**src/rtl/sampled_debouncer_pkg.sv**
```systemverilog
// +----------------------------------------------------------------------------+
// | sampled_debouncer_pkg                                                      |
// | Shared constants and sizing helper for sample-strobe consumers.           |
// | Rev 1.0 - initial release                                                  |
// +----------------------------------------------------------------------------+
`default_nettype none

package sampled_debouncer_pkg;

  localparam int DEFAULT_SAT_COUNT = 150;

  // Counter holds 0..sat-1, so a 1- or 2-sample filter still needs one bit.
  function automatic int cnt_width(input int sat);
    return (sat <= 2) ? 1 : $clog2(sat);
  endfunction

endpackage

`default_nettype wire

```
**src/rtl/sampled_debouncer_channel.sv**
```systemverilog
// +----------------------------------------------------------------------------+
// | debounce_channel                                                           |
// | Single-bit optional synchronizer, streak counter and flip/edge strobes.   |
// | Optional macro: DEBOUNCE_SYNC_EN (2-flop input synchronizer).             |
// | Rev 1.0 - initial release                                                  |
// +----------------------------------------------------------------------------+
`default_nettype none

module debounce_channel #(
  parameter int SAT_COUNT = 150,
  parameter int CNT_WIDTH = 8
) (
  input  logic clk,
  input  logic rst,
  input  logic sample_pulse,
  input  logic glitchy,
  output logic debounced,
  output logic rise_pulse,
  output logic fall_pulse
);

  localparam logic [CNT_WIDTH-1:0] C_CNT_MAX = CNT_WIDTH'(SAT_COUNT - 1);
  localparam logic [CNT_WIDTH-1:0] C_CNT_ONE = CNT_WIDTH'(1);

  logic                 w_sample;
  logic [CNT_WIDTH-1:0] r_cnt;
  logic                 r_debounced;
  logic                 r_rise;
  logic                 r_fall;

`ifdef DEBOUNCE_SYNC_EN
  logic r_sync1;
  logic r_sync2;

  always_ff @(posedge clk or posedge rst) begin
    if (rst) begin
      r_sync1 <= 1'b0;
      r_sync2 <= 1'b0;
    end else begin
      r_sync1 <= glitchy;
      r_sync2 <= r_sync1;
    end
  end

  assign w_sample = r_sync2;
`else
  assign w_sample = glitchy;
`endif

  always_ff @(posedge clk or posedge rst) begin
    if (rst) begin
      r_cnt       <= '0;
      r_debounced <= 1'b0;
      r_rise      <= 1'b0;
      r_fall      <= 1'b0;
    end else begin
      r_rise <= 1'b0;
      r_fall <= 1'b0;
      if (sample_pulse) begin
        if (w_sample == r_debounced) begin
          // Any agreeing sample throws away a partial disagreement streak.
          r_cnt <= '0;
        end else if (r_cnt == C_CNT_MAX) begin
          r_debounced <= w_sample;
          r_cnt       <= '0;
          r_rise      <= w_sample;
          r_fall      <= ~w_sample;
        end else begin
          r_cnt <= r_cnt + C_CNT_ONE;
        end
      end
    end
  end

  assign debounced  = r_debounced;
  assign rise_pulse = r_rise;
  assign fall_pulse = r_fall;

endmodule

`default_nettype wire

```
**src/rtl/sampled_debouncer.sv**
```systemverilog
// +----------------------------------------------------------------------------+
// | sampled_debouncer                                                          |
// | WIDTH independent strobe-sampled debouncers with rise/fall strobes.       |
// | Optional macro: DEBOUNCE_SYNC_EN (adds 2-flop synchronizer per input).    |
// | Rev 1.0 - initial release                                                  |
// +----------------------------------------------------------------------------+
`default_nettype none

module sampled_debouncer
  import sampled_debouncer_pkg::*;
#(
  parameter int WIDTH     = 1,
  parameter int SAT_COUNT = DEFAULT_SAT_COUNT,
  parameter int CNT_WIDTH = cnt_width(SAT_COUNT)
) (
  input  logic             clk,
  input  logic             rst,
  input  logic             sample_pulse,
  input  logic [WIDTH-1:0] glitchy,
  output logic [WIDTH-1:0] debounced,
  output logic [WIDTH-1:0] rise_pulse,
  output logic [WIDTH-1:0] fall_pulse
);

  for (genvar gi = 0; gi < WIDTH; gi++) begin : g_channel
    debounce_channel #(
      .SAT_COUNT (SAT_COUNT),
      .CNT_WIDTH (CNT_WIDTH)
    ) u_channel (
      .clk          (clk),
      .rst          (rst),
      .sample_pulse (sample_pulse),
      .glitchy      (glitchy[gi]),
      .debounced    (debounced[gi]),
      .rise_pulse   (rise_pulse[gi]),
      .fall_pulse   (fall_pulse[gi])
    );
  end

endmodule

`default_nettype wire

```
**config.mk**
```make
export PLATFORM = sky130hd
export DESIGN_NAME = sampled_debouncer
export DESIGN_NICKNAME = d
export VERILOG_FILES = /design/src/rtl/sampled_debouncer_pkg.sv /design/src/rtl/sampled_debouncer_channel.sv /design/src/rtl/sampled_debouncer.sv
export SDC_FILE = /design/constraint.sdc
export NUM_CORES = 1
export LEC_CHECK = 0
export CAP_MARGIN = 20
export CORE_AREA = 5 5 42 44
export CTS_CLUSTER_SIZE = 40
export DETAILED_ROUTE_END_ITERATION = 12
export DIE_AREA = 0 0 47 49
export GPL_TIMING_DRIVEN = 1
export HOLD_SLACK_MARGIN = 0.02
export PLACE_DENSITY_LB_ADDON = 0.08
export RECOVER_POWER = 50
export REMOVE_ABC_BUFFERS = 1
export SLEW_MARGIN = 20
export SYNTH_ARGS = -nofsm -noshare
export SYNTH_HDL_FRONTEND = slang
export SYNTH_SLANG_ARGS = --single-unit
```
**constraint.sdc**
```tcl
create_clock -name clk -period 2.9 [get_ports clk]
set_input_delay 0.29 -clock clk [delete_from_list [all_inputs] [get_ports clk]]
set_output_delay 0.29 -clock clk [all_outputs]
set_load 0.02 [all_outputs]
```
==> metrics.txt <==
Die Y 49 um; max cap viols 0; vias in the first global route 423; R2R Path Start g_channel[0].u_channel.r_cnt[1]$_DFFE_PP0P_; Fin Clk Skew 0.000463 ns; Worst R2R End g_channel[0].u_channel.r_cnt[7]$_DFFE_PP0P_; Worst path slowest cell o311ai_2; first-pass GRT wire length 1890 um; synthesis-stage register bit count 11; WP data arrival 1.84 ns; routability cong. 0.732; largest cells by area after synthesis dfrtp_1 47%, a31oi_1 4.3%, ha_1 4.3%; hold crit path type in -> async; Crit path largest cell delay 0.46 ns; Syn. warnings 0; Final Hold Vio Count 0; CP top delay family compound AO/OA/AOI/OAI gates; Die ar. 2300 um^2; CTS sink cnt 11; f_max between 500 and 600 MHz; Clock Tree Buf Depth 2; CTS tree built; Syn Area/Cell between 10 and 15 um^2; peak supply drop 0.255 mV; Pre-antenna DRT Iters 4; Num CTS Buffers 3; DR WL/cell ~14 um; worst-skew pair later-pin latency ~0.26 ns; Routed Antenna Nets 0; Worst Path Required 3.04 ns; CTS H-tree lvls 1; Seq. cell area 275 um^2; DRC Markers 0; largest net degree at the start of global routing 12; Cell Area, Synth roughly 600 um^2; post-synth top area share approximately 47%; Fin Setup TNS 0 ns; synth unique cells 24; row count 14; Period minus WS final 1.70 ns; via count 456; hold_buf cts 0; initial core utilization a little over two fifths; grt total ovfl 0; cell area after layout about 680 um^2; outcome finished, final reports clean; nets@finish 68; worst hold margin ~0.45 ns; Crit Path Max Fanout 5; initial antenna violation count 0; # setup viols final 0; PortBufs 6; layout cell share with drive strength beyond 1 between 10% and 20%; clock-pin slew on the worst setup and hold paths ~0.070 ns; PwrDens around 500 nW/um^2; worst slew pin tran approximately 0.42 ns; setup bufs post-CTS 0; area grow syn2layout 16.2%; critical path class reg -> reg; routed wire length 1050 um; CP cell instances inv_1 -> ha_1 -> nand4b_1 -> o311ai_2 -> o41ai_1 -> o21bai_1; Final Util roughly 50%; I/O pin cnt 7; # fillers approximately 130; Slew headroom 71.7%; LEAKAGE 0.000289 uW; via density per instance between 5 and 6; DP Area roughly 660 um^2; Seq/Total Area, Yosys 46.9%; drt initial violations 12; Die W 47 um; Pins Over Slew Limit 0; R2R Setup Slk 1.20 ns; RSZ-0062 raised after global routing no; ant diodes 0; All-Layer GR Usage 11.0%; Cells after Synth 52; Core ar. between 1000 and 1500 um^2; part of the cycle the worst path needs 58.5%; number of cells on the critical path 6; critical path endpoint category register; Root Driver clkbuf_4; worst r2r path cells 6; multi-input combinational cell area 293 um^2; Worst setup SP type register; WP buf/inv 1; Power, Total 344 uW; area leader, netlist dfrtp_1; PostCTS Resize Cnt 0
## cells in the final DEF, fill, tap and decap left out
cell type	instances
inv_1	2
dlygate4sd3_1	1
nand3_1	2
a21oi_1	2
nor3b_1	2
o21ai_0	1
mux2_2	1
o311a_4	1
clkbuf_4	3
and3_1	2
o41ai_1	1
o311ai_2	1
clkdlybuf4s50_1	5
o21bai_1	1
o22ai_1	1
nand2_1	5
nand4b_1	1
dfrtp_1	11
mux2i_1	2
clkbuf_1	1
nor3_1	1
a31oi_1	4
ha_1	2
a41oi_1	2
nand2b_1	4
xor2_2	1
o21a_1	1
## worst max path at each step
stage,slack (ns),end,from
6_report,1.20,g_channel[0].u_channel.r_cnt[7]$_DFFE_PP0P_,g_channel[0].u_channel.r_cnt[1]$_DFFE_PP0P_
3_5_place_dp,1.03,g_channel[0].u_channel.r_cnt[7]$_DFFE_PP0P_,sample_pulse
3_3_place_gp,1.06,g_channel[0].u_channel.r_cnt[7]$_DFFE_PP0P_,sample_pulse
2_1_floorplan,1.39,g_channel[0].u_channel.r_cnt[6]$_DFFE_PP0P_,g_channel[0].u_channel.r_cnt[1]$_DFFE_PP0P_
5_1_grt,1.04,g_channel[0].u_channel.r_cnt[7]$_DFFE_PP0P_,g_channel[0].u_channel.r_cnt[1]$_DFFE_PP0P_
4_1_cts,1.22,g_channel[0].u_channel.r_cnt[7]$_DFFE_PP0P_,g_channel[0].u_channel.r_cnt[1]$_DFFE_PP0P_
## area by class of cell
class                           count  area share [%]
Tap cell                           16            2.94
Clock buffer                        4            3.85
Inverter                            2            1.10
Sequential cell                    11            40.4
Multi-Input combinational cell     38            42.9
Timing Repair Buffer                6            8.81
## worst register-to-register path, cell delays in order, from the launching register on
cell,delay [ns]
dfrtp_1,0.40
inv_1,0.08
ha_1,0.15
nand4b_1,0.19
o311ai_2,0.46
o41ai_1,0.14
o21bai_1,0.16
## logic make-up (layout without fill, tap and decap cells)
kind of cell             Yosys count  in the layout  share of synthesized area, %
AND/OR/NAND/NOR                   17             17                          17.3
AO/OA/AOI/OAI                     15             15                          21.3
flip-flops                        11             11                          46.9
multiplexers                       3              3                          5.33
buffers and inverters              3             12                          2.13
adder cells (fa/ha/maj)            2              2                          4.26
XOR/XNOR                           1              1                          2.77
## state kept, by name, indices dropped and copies added, names as in the netlist
signal	count
g_channel.u_channel.r_cnt	8
g_channel.u_channel.fall_pulse	1
g_channel.u_channel.rise_pulse	1
g_channel.u_channel.debounced	1
## synth_stat cells (all sizes together)
library cell,n
o21ai,1
o21a,1
ha,2
nand2b,4
inv,2
mux2i,2
nand2,5
buf,1
a21oi,2
o311ai,1
o41ai,1
o21bai,1
nor3,1
nand3,2
xor2,1
o22ai,1
dfrtp,11
mux2,1
nor3b,2
and3,2
o311a,1
a31oi,4
a41oi,2
nand4b,1
## per-layer routing
metal | track usage, % | up-vias | wire length [um]
li1 | - | 219 | -
met1 | 16.1 | 213 | 503
met2 | 15.6 | 22 | 474
met3 | 2.21 | 2 | 69
met4 | 4.15 | 0 | 1
met5 | 0 | - | 0
## power breakdown
part	internal (uW)	total (uW)	switching, uW	leakage (uW)
clock network	53.2	105	52.0	0.0000150
registers	168	186	17.8	0.000150
logic	22.4	52.4	30.0	0.000123
total	244	344	99.8	0.000289
## metrics by stage
step	std cells	setup slack, ns
final	77	1.20
after detailed placement	73	1.03
after global placement	73	1.06
after floorplan	51	1.39
after CTS	77	1.22
after global routing	77	1.04
Note: power is estimated with default switching activity, not from simulation.
==> RTL edit: new RTL, same flow settings <==
Change the package constant `DEFAULT_SAT_COUNT` from 150 to 75.
--- a/src/rtl/sampled_debouncer_pkg.sv
+++ b/src/rtl/sampled_debouncer_pkg.sv
@@ -9,3 +9,3 @@
 
-  localparam int DEFAULT_SAT_COUNT = 150;
+  localparam int DEFAULT_SAT_COUNT = 75;
 
Function: same outputs for any inputs over 10 cycles, from zero or initial values and one cycle with rst high; that may be too few to reach the edited logic, so the function may still have changed.
==> RTL edit against the unedited design <==
- hold slack worse by 18 ps
- area after synthesis is 6.4% lower
- total power is 2.2% higher
- via count is 14% lower
- sequential cell count is 1 lower
- worst setup slack better by 2.4 ps
- routed wire length is 3.5% lower
- final area is 2.9% lower
- sequential share of layout area is 2.6 points lower
- largest power group unchanged
- highest routed layer unchanged
==> RTL edit: results (changes against the unedited design) <==
- Status: finished clean (unchanged)
- M1 WL: 439 um (was 503 um)
- DR vias/cell: 5.17 (was 5.92)
- Synth Area in XOR/XNOR: 1.59% (was 2.77%)
- Compound-Gate Fraction of Synth Area: 17.8% (was 21.3%)
- Register Area: 250 um2 (was 275 um2)
- Final nets: 67 (was 68)
- Grt met3 use: 3.32% (was 2.21%)
- Starting DRC count in detailed routing: 3 (was 12)
- Final Wtd Congestion: 0.833 (was 0.732)
- Mux share of post-synthesis cell area: 4.10% (was 5.33%)
- Vias in the first global route: 415 (was 423)
- Max FFs per register: 7 (was 8)
- Relative slew slack: 61.2% (was 71.7%)
- Slowest stage delay, CP: 500 ps (was 460 ps)
- Maximum vdd drop: 0.000252 V (was 0.000255 V)
- Top cells by area in the synthesized netlist: dfrtp_1, o41ai_4, ha_1, mux2_2, nor3b_1 (was dfrtp_1, a31oi_1, ha_1, nand2b_1, o311a_4)
- Placed Instances: 72 (was 73)
- Clk_skew: 0.260 ps (was 0.463 ps)
- Min Hold Slack: 433 ps (was 450 ps)
- Share of cells above drive strength 1: 16.7% (was 11.5%)
- R2r startpoint: g_channel[0].u_channel.r_cnt[0] (was g_channel[0].u_channel.r_cnt[1])
- DP Area: 626 um2 (was 662 um2)
- FF-to-FF setup slack: 1210 ps (was 1200 ps)
- Distinct cell type count after synthesis: 26 (was 24)
- LEAKAGE: 0.000289 uW (about the same)
- Detailed Routing Iterations Pass 1: 2 (was 4)
RTL edit: changes by cell type in the layout (fill, tap and decap cells not counted), sizes merged, moves of 2 or more:
cell,unedited run,this run
o22ai,1,3
inv,2,5
nand2b,4,1
mux2i,2,0
o21ai,1,3
a31oi,4,0
nand2,5,3
a41oi,2,0
nor2,0,2
RTL edit: power groups by stage:
stage / Combinational, uW / Sequential (uW) / Clock, uW
after floorplan: 39.5 / 173 / 0
after global placement: 50.8 / 178 / 0
after detailed placement: 53.4 / 178 / 0
after CTS: 53.6 / 175 / 127
after global routing: 60.5 / 179 / 139
final: 52.3 / 175 / 124
RTL edit: worst register-to-register path: stages, from the launching register on:
cell and delay (ps):
dfrtp_1 410, inv_1 90, ha_1 160, nand2_1 100, o41ai_4 500, o21ai_1 140
a21o_1 200
RTL edit: cell type report:
cell class                      count  share of cell area, %
Clock buffer                        4                   5.48
Tap cell                           16                   3.02
Inverter                            5                   2.84
Sequential cell                    10                   37.8
Timing Repair Buffer                6                   9.07
Multi-Input combinational cell     35                   41.8
